### src/rtl/ysyx_22040750_clint_arbiter_pkg.sv
// Shared definitions for the CLINT port arbiter: FSM state encodings and master ids.
package ysyx_22040750_clint_arbiter_pkg;

  typedef enum logic [1:0] {
    R_IDLE,
    R_AR,
    R_R
  } rd_state_e;

  typedef enum logic [1:0] {
    W_IDLE,
    W_AW,
    W_W,
    W_B
  } wr_state_e;

  localparam logic M0 = 1'b0;
  localparam logic M1 = 1'b1;

endpackage

### src/rtl/ysyx_22040750_rr_arb2.sv
// Two-way round-robin grant. Under contention the master not granted last time wins;
// last_grant only moves when the caller accepts a grant with take asserted.
module ysyx_22040750_rr_arb2
  import ysyx_22040750_clint_arbiter_pkg::*;
#(
  parameter bit FIRST_GRANT = 1'b1
) (
  input  logic       I_clk,
  input  logic       I_rst,
  input  logic [1:0] req,
  input  logic       take,
  output logic       gnt
);

  logic last_grant;

  always_comb begin
    gnt = ~last_grant;
    case (req)
      2'b01:   gnt = M0;
      2'b10:   gnt = M1;
      default: gnt = ~last_grant;
    endcase
  end

  always_ff @(posedge I_clk) begin
    if (I_rst) begin
      last_grant <= ~FIRST_GRANT;
    end else if (take && (req != 2'b00)) begin
      last_grant <= gnt;
    end
  end

endmodule

### src/rtl/ysyx_22040750_clint_arbiter.sv
// Shares one CLINT slave port between IFU (M0, read-only) and LSU (M1, read/write).
// Reads are round-robin arbitrated with one outstanding; writes are LSU-only, AW -> W -> B.
module ysyx_22040750_clint_arbiter
  import ysyx_22040750_clint_arbiter_pkg::*;
#(
  parameter int unsigned ADDR_W      = 32,
  parameter int unsigned DATA_W      = 64,
  parameter int unsigned FIRST_GRANT = 1
) (
  input  logic                I_clk,
  input  logic                I_rst,
  // M0 (IFU) read
  input  logic                I_m0_arvalid,
  output logic                O_m0_arready,
  input  logic [ADDR_W-1:0]   I_m0_araddr,
  output logic                O_m0_rvalid,
  input  logic                I_m0_rready,
  output logic [DATA_W-1:0]   O_m0_rdata,
  // M1 (LSU) read
  input  logic                I_m1_arvalid,
  output logic                O_m1_arready,
  input  logic [ADDR_W-1:0]   I_m1_araddr,
  output logic                O_m1_rvalid,
  input  logic                I_m1_rready,
  output logic [DATA_W-1:0]   O_m1_rdata,
  // M1 (LSU) write
  input  logic                I_m1_awvalid,
  output logic                O_m1_awready,
  input  logic [ADDR_W-1:0]   I_m1_awaddr,
  input  logic                I_m1_wvalid,
  output logic                O_m1_wready,
  input  logic [DATA_W-1:0]   I_m1_wdata,
  input  logic [DATA_W/8-1:0] I_m1_wstrb,
  output logic                O_m1_bvalid,
  input  logic                I_m1_bready,
  // Slave (CLINT)
  output logic                O_s_arvalid,
  input  logic                I_s_arready,
  output logic [ADDR_W-1:0]   O_s_araddr,
  input  logic                I_s_rvalid,
  output logic                O_s_rready,
  input  logic [DATA_W-1:0]   I_s_rdata,
  output logic                O_s_awvalid,
  input  logic                I_s_awready,
  output logic [ADDR_W-1:0]   O_s_awaddr,
  output logic                O_s_wvalid,
  input  logic                I_s_wready,
  output logic [DATA_W-1:0]   O_s_wdata,
  output logic [DATA_W/8-1:0] O_s_wstrb,
  input  logic                I_s_bvalid,
  output logic                O_s_bready
);

  rd_state_e rd_q;
  wr_state_e wr_q;
  logic      gnt_q;
  logic      b_pend_q;
  logic      arb_gnt;

  ysyx_22040750_rr_arb2 #(
    .FIRST_GRANT (FIRST_GRANT[0])
  ) u_rr_arb2 (
    .I_clk (I_clk),
    .I_rst (I_rst),
    .req   ({I_m1_arvalid, I_m0_arvalid}),
    .take  (rd_q == R_IDLE),
    .gnt   (arb_gnt)
  );

  // Read channel
  always_ff @(posedge I_clk) begin
    if (I_rst) begin
      rd_q  <= R_IDLE;
      gnt_q <= M0;
    end else begin
      case (rd_q)
        R_IDLE: begin
          if (I_m0_arvalid || I_m1_arvalid) begin
            gnt_q <= arb_gnt;
            rd_q  <= R_AR;
          end
        end
        R_AR:    if (O_s_arvalid && I_s_arready) rd_q <= R_R;
        R_R:     if (I_s_rvalid && O_s_rready) rd_q <= R_IDLE;
        default: rd_q <= R_IDLE;
      endcase
    end
  end

  assign O_s_araddr = (gnt_q == M1) ? I_m1_araddr : I_m0_araddr;
  assign O_m0_rdata = I_s_rdata;
  assign O_m1_rdata = I_s_rdata;

  always_comb begin
    O_s_arvalid  = 1'b0;
    O_s_rready   = 1'b0;
    O_m0_arready = 1'b0;
    O_m1_arready = 1'b0;
    O_m0_rvalid  = 1'b0;
    O_m1_rvalid  = 1'b0;
    case (rd_q)
      R_AR: begin
        O_s_arvalid  = (gnt_q == M1) ? I_m1_arvalid : I_m0_arvalid;
        O_m0_arready = (gnt_q == M0) && I_s_arready;
        O_m1_arready = (gnt_q == M1) && I_s_arready;
      end
      R_R: begin
        O_s_rready  = (gnt_q == M1) ? I_m1_rready : I_m0_rready;
        O_m0_rvalid = (gnt_q == M0) && I_s_rvalid;
        O_m1_rvalid = (gnt_q == M1) && I_s_rvalid;
      end
      default: ;
    endcase
  end

  // Write channel; b_pend catches a single-cycle slave B pulse until M1 takes it
  always_ff @(posedge I_clk) begin
    if (I_rst) begin
      wr_q     <= W_IDLE;
      b_pend_q <= 1'b0;
    end else begin
      case (wr_q)
        W_IDLE: if (I_m1_awvalid) wr_q <= W_AW;
        W_AW:   if (I_m1_awvalid && I_s_awready) wr_q <= W_W;
        W_W: begin
          if (I_m1_wvalid && I_s_wready) begin
            wr_q <= W_B;
            if (I_s_bvalid) b_pend_q <= 1'b1;
          end
        end
        W_B: begin
          if (I_s_bvalid) b_pend_q <= 1'b1;
          if (b_pend_q && I_m1_bready) begin
            wr_q     <= W_IDLE;
            b_pend_q <= 1'b0;
          end
        end
        default: wr_q <= W_IDLE;
      endcase
    end
  end

  assign O_s_awaddr = I_m1_awaddr;
  assign O_s_wdata  = I_m1_wdata;
  assign O_s_wstrb  = I_m1_wstrb;

  always_comb begin
    O_s_awvalid  = 1'b0;
    O_s_wvalid   = 1'b0;
    O_s_bready   = 1'b0;
    O_m1_awready = 1'b0;
    O_m1_wready  = 1'b0;
    O_m1_bvalid  = 1'b0;
    case (wr_q)
      W_AW: begin
        O_s_awvalid  = I_m1_awvalid;
        O_m1_awready = I_s_awready;
      end
      W_W: begin
        O_s_wvalid  = I_m1_wvalid;
        O_m1_wready = I_s_wready;
      end
      W_B: begin
        O_s_bready  = !b_pend_q;
        O_m1_bvalid = b_pend_q;
      end
      default: ;
    endcase
  end

endmodule

### config.mk
export PLATFORM = sky130hd
export DESIGN_NAME = ysyx_22040750_clint_arbiter
export DESIGN_NICKNAME = d
export VERILOG_FILES = /design/src/rtl/ysyx_22040750_clint_arbiter_pkg.sv /design/src/rtl/ysyx_22040750_rr_arb2.sv /design/src/rtl/ysyx_22040750_clint_arbiter.sv
export SDC_FILE = /design/constraint.sdc
export NUM_CORES = 1
export LEC_CHECK = 0
export BUFFER_PORTS_ARGS = -buffer_cell sky130_fd_sc_hd__buf_2
export CAP_MARGIN = 20
export CORE_AREA = 2 2 203 205
export CTS_CLUSTER_SIZE = 28
export DETAILED_ROUTE_END_ITERATION = 12
export DIE_AREA = 0 0 205 207
export GPL_TIMING_DRIVEN = 0
export RECOVER_POWER = 25
export SLEW_MARGIN = 10
export SYNTH_ARGS = -nofsm -noshare
export SYNTH_HDL_FRONTEND = slang
export SYNTH_SLANG_ARGS = --single-unit
### constraint.sdc
create_clock -name I_clk -period 2.4 [get_ports I_clk]
set_clock_uncertainty 0.05 [all_clocks]
set_input_delay 0.36 -clock I_clk [delete_from_list [all_inputs] [get_ports I_clk]]
set_output_delay 0.36 -clock I_clk [all_outputs]
set_load 0.05 [all_outputs]
==> qor.txt, run 1 <==
CP most frequent cell: buf_4
worst vdd ir: 0.153 mV
first-pass GRT wire length: 16,300 um
number of detailed-route iterations in the first pass: 4
Crit-path slowest cell: dfxtp_1
die height: 207 um
crit-path cells: buf_4, buf_4, mux2_2, buf_2
H-tree levels: 1
Reg2Reg Depth: 5
# resized after CTS: 0
ant diodes: 0
Post CTS Setup Buffer Count: 0
Netlist cell types: 27
max-slew violations: 0
RePlAce Congestion: 0.962
core area: 40,400 um2
CTS Hold Bufs: 0
Worst Path Required: 1.99 ns
final critical-path required period: 2.19 ns
global route hottest layer: met2
Reg area: 120 um2
Lkg Pwr: 2.76 nW
Hold/Removal Path Class: in2reg
met2 Track Usage GR: 11.1%
Design Power: 0.00241 W
crit-path max cell delay: 0.50 ns
GRT Overall Usage: 5.19%
Hold Path Depth: 3
final core utilization: 12.7%
M3 GR Usage: 1.34%
die area: 42,400 um2
DRT iter0 DRCs: 61
final wirelength: 12,300 um
Avg Vias per Cell: 2.59
wire length per cell: 10.1 um
largest net degree at the start of global routing: 11
Switch Pwr: 0.00146 W
final HPWL from detailed placement: 11,500 um
clk slew on worst S/H paths: 0.04 ns
final number of setup-violating endpoints: 0
antenna violations before repair: 3
Switching Fraction: 60.4%
RSZ-0062 raised after global routing: no
Worst EP arrival: 1.78 ns
row cnt: 74
syn_nets: 585
Flop pwr share: 6.2%
root buffer cell: clkbuf_16
Comb power frac: 81.4%
clock share of power: 12.4%
Worst-Margin Slew: 0.600 ns
max cap viols: 0
Mapped Avg Cell Area: 8.10 um2
Post-DP Area: 5130 um2
yosys warns: 0
DRC violations left: 0
nets@finish: 943
CTS tree: yes
critical path class: reg2out
vias: 3,165
pwr dens: 471 nW/um2
Post-Synthesis Cells: 332
# port buffers: 353
period utilization: 91.3%
Filler Cells Inserted: 4,676
Max Fanout on Critical Path: 10
I/O pins: 522
Syn-to-layout area delta: 90.2%
Multi-input gate area: 782 um2
Startpoint Class: flop
initial core utilization: 6.66%
synthesis-stage register bit count: 6
internal power: 0.000953 W
chip width: 205 um
outcome: finished, final reports clean
met1 GRT Util: 4.66%
TritonCTS Sinks: 6
Cell Area, Synth: 2690 um2
Overflow after GRT: 0
Worst slew margin: 60.2%
post-synthesis sequential area ratio: 4.47%
Clock Latency Late Sink: 0.24 ns
Total Neg Setup Slack: 0 ns
vias in the first global route: 2,957
Longest Clk Path Bufs: 2
fraction of layout cells with a size suffix above 1: 81.3%
fin area: 5110 um2
Final Hold Vio Count: 0
Critical Path End Type: output port
CTS buffer count: 3
f_max: 0.456 GHz
antenna viol nets, final: 0
==> state kept, by name, indices dropped and copies added, names as in the netlist <==
| signal | flops |
|---|---|
| b_pend_q | 1 |
| gnt_q | 1 |
| rd_q | 2 |
| wr_q | 2 |
==> worst max-delay path, delay by kind of cell (launching register included) <==
kind	cells	cell delay, ns
buf+inv	3	0.68
flops	1	0.50
mux	1	0.35
==> power groups by stage <==
stage	logic, W	clock network [W]	registers (W)
floorplan	0.00161	0	0.000143
global placement	0.00198	0	0.000153
detailed placement	0.00199	0	0.000155
CTS	0.00199	0.000310	0.000153
global route	0.00205	0.000317	0.000157
finish	0.00196	0.000299	0.000150
==> metrics by stage <==
| stage | hold slack (ns) | std cells | worst slack (ns) |
|---|---|---|---|
| after floorplan | 0.382 | 332 | 0.413 |
| after global placement | 0.434 | 1217 | 0.332 |
| after detailed placement | 0.454 | 1217 | 0.340 |
| after CTS | 0.366 | 1220 | 0.0680 |
| after global routing | 0.409 | 1220 | 0.0531 |
| final | 0.371 | 1220 | 0.209 |
==> cell families after synthesis <==
kind of cell / synth area share (%)
buffers and inverters: 66.7
multiplexers: 15.1
AND/OR/NAND/NOR: 6.19
AO/OA/AOI/OAI: 4.33
adder cells (fa/ha/maj): 3.26
flip-flops: 4.47
==> cell usage after synthesis <==
cell       count  share of area, %
o21bai_1       1              0.28
buf_4        234                65
a21oi_1        1              0.19
nand2b_1       5               1.2
nor2b_1        5               1.2
ha_1           7               3.3
o2111a_1       1              0.42
mux2_2        32                13
nand2_1        3              0.42
a311oi_1       1              0.33
a2111oi_4      1               1.0
a211oi_1       1              0.28
dfxtp_1        6               4.5
mux2i_1        3               1.1
nor2_1         3              0.42
nor4b_1        1              0.33
buf_2          2              0.37
o2bb2ai_1      1              0.33
a2111oi_2      1              0.56
nor3_1         1              0.19
o21ai_0        2              0.37
and3_4         1              0.42
mux2_4         1              0.56
inv_1          7              0.98
and2_1         6               1.4
a21boi_0       2              0.56
and3_1         3              0.70
==> area by class of cell <==
cell class                      instances  area share [%]
Clock buffer                            3            1.47
Timing Repair Buffer                  353            32.8
Buffer                                236            34.5
Sequential cell                         6            2.35
Inverter                                7           0.514
Multi-Input combinational cell         83            15.3
Tap cell                              532            13.0
==> layout by cell type, fill, tap and decap left out <==
cell and instances:
and3_4 1, a211oi_1 1, clkbuf_16 3, nor2b_1 5, clkbuf_1 70, mux2i_1 3, ha_1 7, o21ai_0 2
a2111oi_4 1, and3_1 3, mux2_4 1, buf_4 234, inv_1 7, nor2_1 3, nor4b_2 1, a311oi_1 1
nand2_1 3, o2bb2ai_1 1, dfxtp_1 6, and2_1 6, mux2_2 32, buf_2 285, a21oi_1 1, nand2b_1 5
o21bai_1 1, nor3_1 1, a2111oi_2 1, a21boi_0 2, o2111a_1 1
==> final timing paths <==
kind | startpoint | endpoint | slack (ns)
worst max-delay path | gnt_q | O_s_araddr[24] | 0.21
worst min-delay path | I_s_bvalid | b_pend_q | 0.37
worst max register to register | wr_q[1] | wr_q[0] | 0.77
worst min register to register | b_pend_q | b_pend_q | 0.46
==> routing by layer <==
metal	part of all wire [%]	vias up
li1	-	1537
met1	31	1338
met2	56	278
met3	11	12
met4	1.7	0
met5	0	-
(Power assumes the default switching activity.)
==> run 2, diff against run 1 <==
--- a/config.mk
+++ b/config.mk
@@ -12,7 +12,6 @@
 export DETAILED_ROUTE_END_ITERATION = 12
 export DIE_AREA = 0 0 205 207
 export GPL_TIMING_DRIVEN = 0
-export RECOVER_POWER = 25
 export SLEW_MARGIN = 10
 export SYNTH_ARGS = -nofsm -noshare
 export SYNTH_HDL_FRONTEND = slang
==> qor.txt, run 2 (synthesized netlist as in run 1, its figures left out) <==
Switch Pwr: 0.00145 W
Flop pwr share: 6.2%
period utilization: 91.2%
most common cell after layout, fill and taps aside: buf_2
critical path class: reg2out
H-tree levels: 1
I/O pins: 522
largest net degree at the start of global routing: 11
die height: 207 um
hold slack final: 0.371 ns
number of detailed-route iterations in the first pass: 4
RSZ-0062 raised after global routing: no
internal power: 0.000971 W
nets@finish: 943
first-pass GRT wire length: 16,300 um
Max Fanout on Critical Path: 10
Worst EP arrival: 1.78 ns
Avg Vias per Cell: 2.59
CTS tree: yes
fraction of layout cells with a size suffix above 1: 91.4%
Worst slew margin: 70.4%
clk slew on worst S/H paths: 0.04 ns
Lkg Pwr: 2.96 nW
outcome: finished, final reports clean
initial core utilization: 6.66%
# resized after CTS: 0
Worst-Margin Slew: 0.444 ns
Post CTS Setup Buffer Count: 0
Final Hold Vio Count: 0
antenna violations before repair: 3
die area: 42,400 um2
Clock Latency Late Sink: 0.24 ns
clock share of power: 12.3%
Startpoint Class: flop
# port buffers: 353
Switching Fraction: 59.9%
Longest Clk Path Bufs: 2
Worst Path Required: 1.99 ns
final number of setup-violating endpoints: 0
DRC violations left: 0
Total Neg Setup Slack: 0 ns
max-slew violations: 0
final wirelength: 12,300 um
ant diodes: 0
row cnt: 74
CTS buffer count: 3
root buffer cell: clkbuf_16
pwr dens: 466 nW/um2
worst vdd ir: 0.152 mV
CTS Hold Bufs: 0
vias in the first global route: 2,957
Comb power frac: 81.5%
Critical Path End Type: output port
Hold/Removal Path Class: in2reg
antenna viol nets, final: 0
core area: 40,400 um2
RePlAce Congestion: 0.962
vias: 3,157
max cap viols: 0
Syn-to-layout area delta: 93.5%
DRT iter0 DRCs: 51
TritonCTS Sinks: 6
chip width: 205 um
final HPWL from detailed placement: 11,500 um
Overflow after GRT: 0
wire length per cell: 10.1 um
GRT Overall Usage: 5.19%
f_max: 0.457 GHz
final critical-path required period: 2.19 ns
commonest non-fill, non-tap cells in the layout: buf_2, buf_4, mux2_2
Largest regs: rd_q (2), wr_q (2)
## run 2: cell types whose count changed in the layout (fill, tap and decap cells not counted)
cell	before	now
buf_2	285	355
clkbuf_1	70	0
## run 2: power by group through the flow
stage	clock [W]	sequential (W)	combinational, W
floorplan	0	0.000143	0.00161
global placement	0	0.000153	0.00198
detailed placement	0	0.000155	0.00199
CTS	0.000310	0.000153	0.00199
global route	0.000317	0.000157	0.00207
finish	0.000299	0.000150	0.00198
## run 2: area by class of cell
class	instances	area, um2
Fill cell	4649	35200
Timing Repair Buffer	353	1770
Buffer	236	1770
Multi-Input combinational cell	83	782
Tap cell	532	666
Sequential cell	6	120
Clock buffer	3	75.1
Inverter	7	26.3
## run 2: final timing paths
path,start,end,slack [ns],cells past startpoint
setup / recovery,gnt_q,O_s_araddr[24],0.21,4
hold / removal,I_s_bvalid,b_pend_q,0.37,3
setup reg to reg,wr_q[1],wr_q[0],0.77,5
hold reg to reg,b_pend_q,b_pend_q,0.46,2
## run 2: critical path: stages (launching register included)
cell	delay (ns)
dfxtp_1	0.50
buf_4	0.25
buf_4	0.21
mux2_2	0.35
buf_2	0.22
## run 2: stage by stage
step	total power, W	instances	cell area [um2]	util (%)	setup WS [ns]
2_1_floorplan	0.00175	332	2700	-	0.413
3_3_place_gp	0.00213	1217	5130	12.7	0.332
3_5_place_dp	0.00214	1217	5130	12.7	0.340
4_1_cts	0.00246	1220	5200	12.9	0.0680
5_1_grt	0.00254	1220	5200	12.9	0.0531
6_report	0.00242	1220	5200	12.9	0.211
## run 2: per-layer routing
metal	GRT usage [%]	up-vias	wire, um
met5	0	-	0
met4	1.17	0	214
met3	1.34	12	1350
met2	11.1	276	6970
met1	4.66	1332	3810
li1	-	1537	-
==> run 3, diff against run 2 <==
--- a/config.mk
+++ b/config.mk
@@ -11,7 +11,7 @@
 export CTS_CLUSTER_SIZE = 28
 export DETAILED_ROUTE_END_ITERATION = 12
 export DIE_AREA = 0 0 205 207
-export GPL_TIMING_DRIVEN = 0
+export GPL_TIMING_DRIVEN = 1
 export SLEW_MARGIN = 10
 export SYNTH_ARGS = -nofsm -noshare
 export SYNTH_HDL_FRONTEND = slang
==> qor.txt, run 3 (synthesized netlist as in run 1, its figures left out) <==
outcome: finished, final reports clean
Clock Latency Late Sink: 0.24 ns
nets@finish: 476
# port buffers: 121
H-tree levels: 1
Worst EP arrival: 1.47 ns
Avg Vias per Cell: 2.02
die height: 207 um
final critical-path required period: 1.88 ns
# placed instances: 750
pwr dens: 522 nW/um2
die area: 42,400 um2
core area: 40,400 um2
Critical Path End Type: output port
final number of setup-violating endpoints: 0
first-pass GRT wire length: 11,600 um
vias: 1,519
I/O pins: 522
# resized after CTS: 0
Worst slew margin: 68.6%
Max Fanout on Critical Path: 40
RSZ-0062 raised after global routing: no
CTS Hold Bufs: 0
Total Neg Setup Slack: 0 ns
pre-CTS setup slack: 0.719 ns
Filler Cells Inserted: 4,827
Worst Path Required: 1.99 ns
DRC violations left: 0
Startpoint Class: flop
vias in the first global route: 1,583
Reg area: 121 um2
final HPWL from detailed placement: 8050 um
max-slew violations: 0
Hold/Removal Path Class: in2reg
Largest regs: rd_q (2), wr_q (2)
GRT Overall Usage: 4.09%
RePlAce Congestion: 0.712
DRT iter0 DRCs: 72
antenna viol nets, final: 0
worst vdd ir: 0.152 mV
critical path class: reg2out
f_max: 0.532 GHz
initial core utilization: 6.66%
largest net degree at the start of global routing: 41
fraction of layout cells with a size suffix above 1: 73.8%
Finished Layout Cells: 753
CTS tree: yes
Multi-input gate area: 782 um2
Post CTS Setup Buffer Count: 0
Syn-to-layout area delta: -14.6%
Lkg Pwr: 0.918 nW
final wirelength: 9270 um
Longest Clk Path Bufs: 2
period utilization: 78.4%
Design Power: 0.00120 W
clk slew on worst S/H paths: 0.04 ns
ant diodes: 0
chip width: 205 um
hold slack final: 0.367 ns
max cap viols: 0
Final Hold Vio Count: 0
commonest non-fill, non-tap cells in the layout: buf_2, mux2_2, inv_1, ha_1, and2_1
most common cell after layout, fill and taps aside: buf_2
row cnt: 74
slack of the critical path: 0.519 ns
Overflow after GRT: 0
TritonCTS Sinks: 6
root buffer cell: clkbuf_16
Worst-Margin Slew: 0.471 ns
antenna violations before repair: 4
CTS buffer count: 3
wire length per cell: 12.3 um
number of detailed-route iterations in the first pass: 4
## run 3: final cells by class
cell class / count / share of cell area, %
multi-input cells: 83 / 34.1
clock buffers: 3 / 3.27
flip-flops and latches: 6 / 5.29
repair buffers: 122 / 27.2
well taps: 532 / 29.0
inverters: 7 / 1.14
## run 3: through the flow
| step | area [um2] | util [%] |
|---|---|---|
| finish | 2300 | 5.69 |
| global route | 2300 | 5.69 |
| CTS | 2300 | 5.69 |
| detailed placement | 2220 | 5.50 |
| global placement | 2220 | 5.50 |
| floorplan | 2700 | - |
## run 3: power breakdown
group | internal [W] | leakage (nW) | switching [W]
Clock | 0.000216 | 0.0370 | 0.0000821
Combinational | 0.000262 | 0.831 | 0.000493
Sequential | 0.000123 | 0.0497 | 0.0000230
Total | 0.000601 | 0.918 | 0.000598
## run 3: worst paths after layout
path         slack (ns)          end  depth (start not counted)        from
min                0.37     b_pend_q                          3  I_s_bvalid
min reg2reg        0.44     b_pend_q                          2    b_pend_q
max                0.52  O_s_arvalid                          4       gnt_q
max reg2reg        0.73      wr_q[0]                          5     wr_q[1]
## run 3: critical path: stages, from the launching register on
cell,delay (ns)
dfxtp_2,0.33
buf_12,0.22
mux2_4,0.33
and2_1,0.14
buf_2,0.21
## run 3: metal layers
| metal | global-route usage [%] | vias to the layer above | part of all wire [%] |
|---|---|---|---|
| met5 | 0 | - | 0 |
| met4 | 5.41 | 0 | 14 |
| met3 | 3.27 | 119 | 19 |
| met2 | 6.16 | 210 | 43 |
| met1 | 2.74 | 590 | 24 |
| li1 | - | 600 | - |
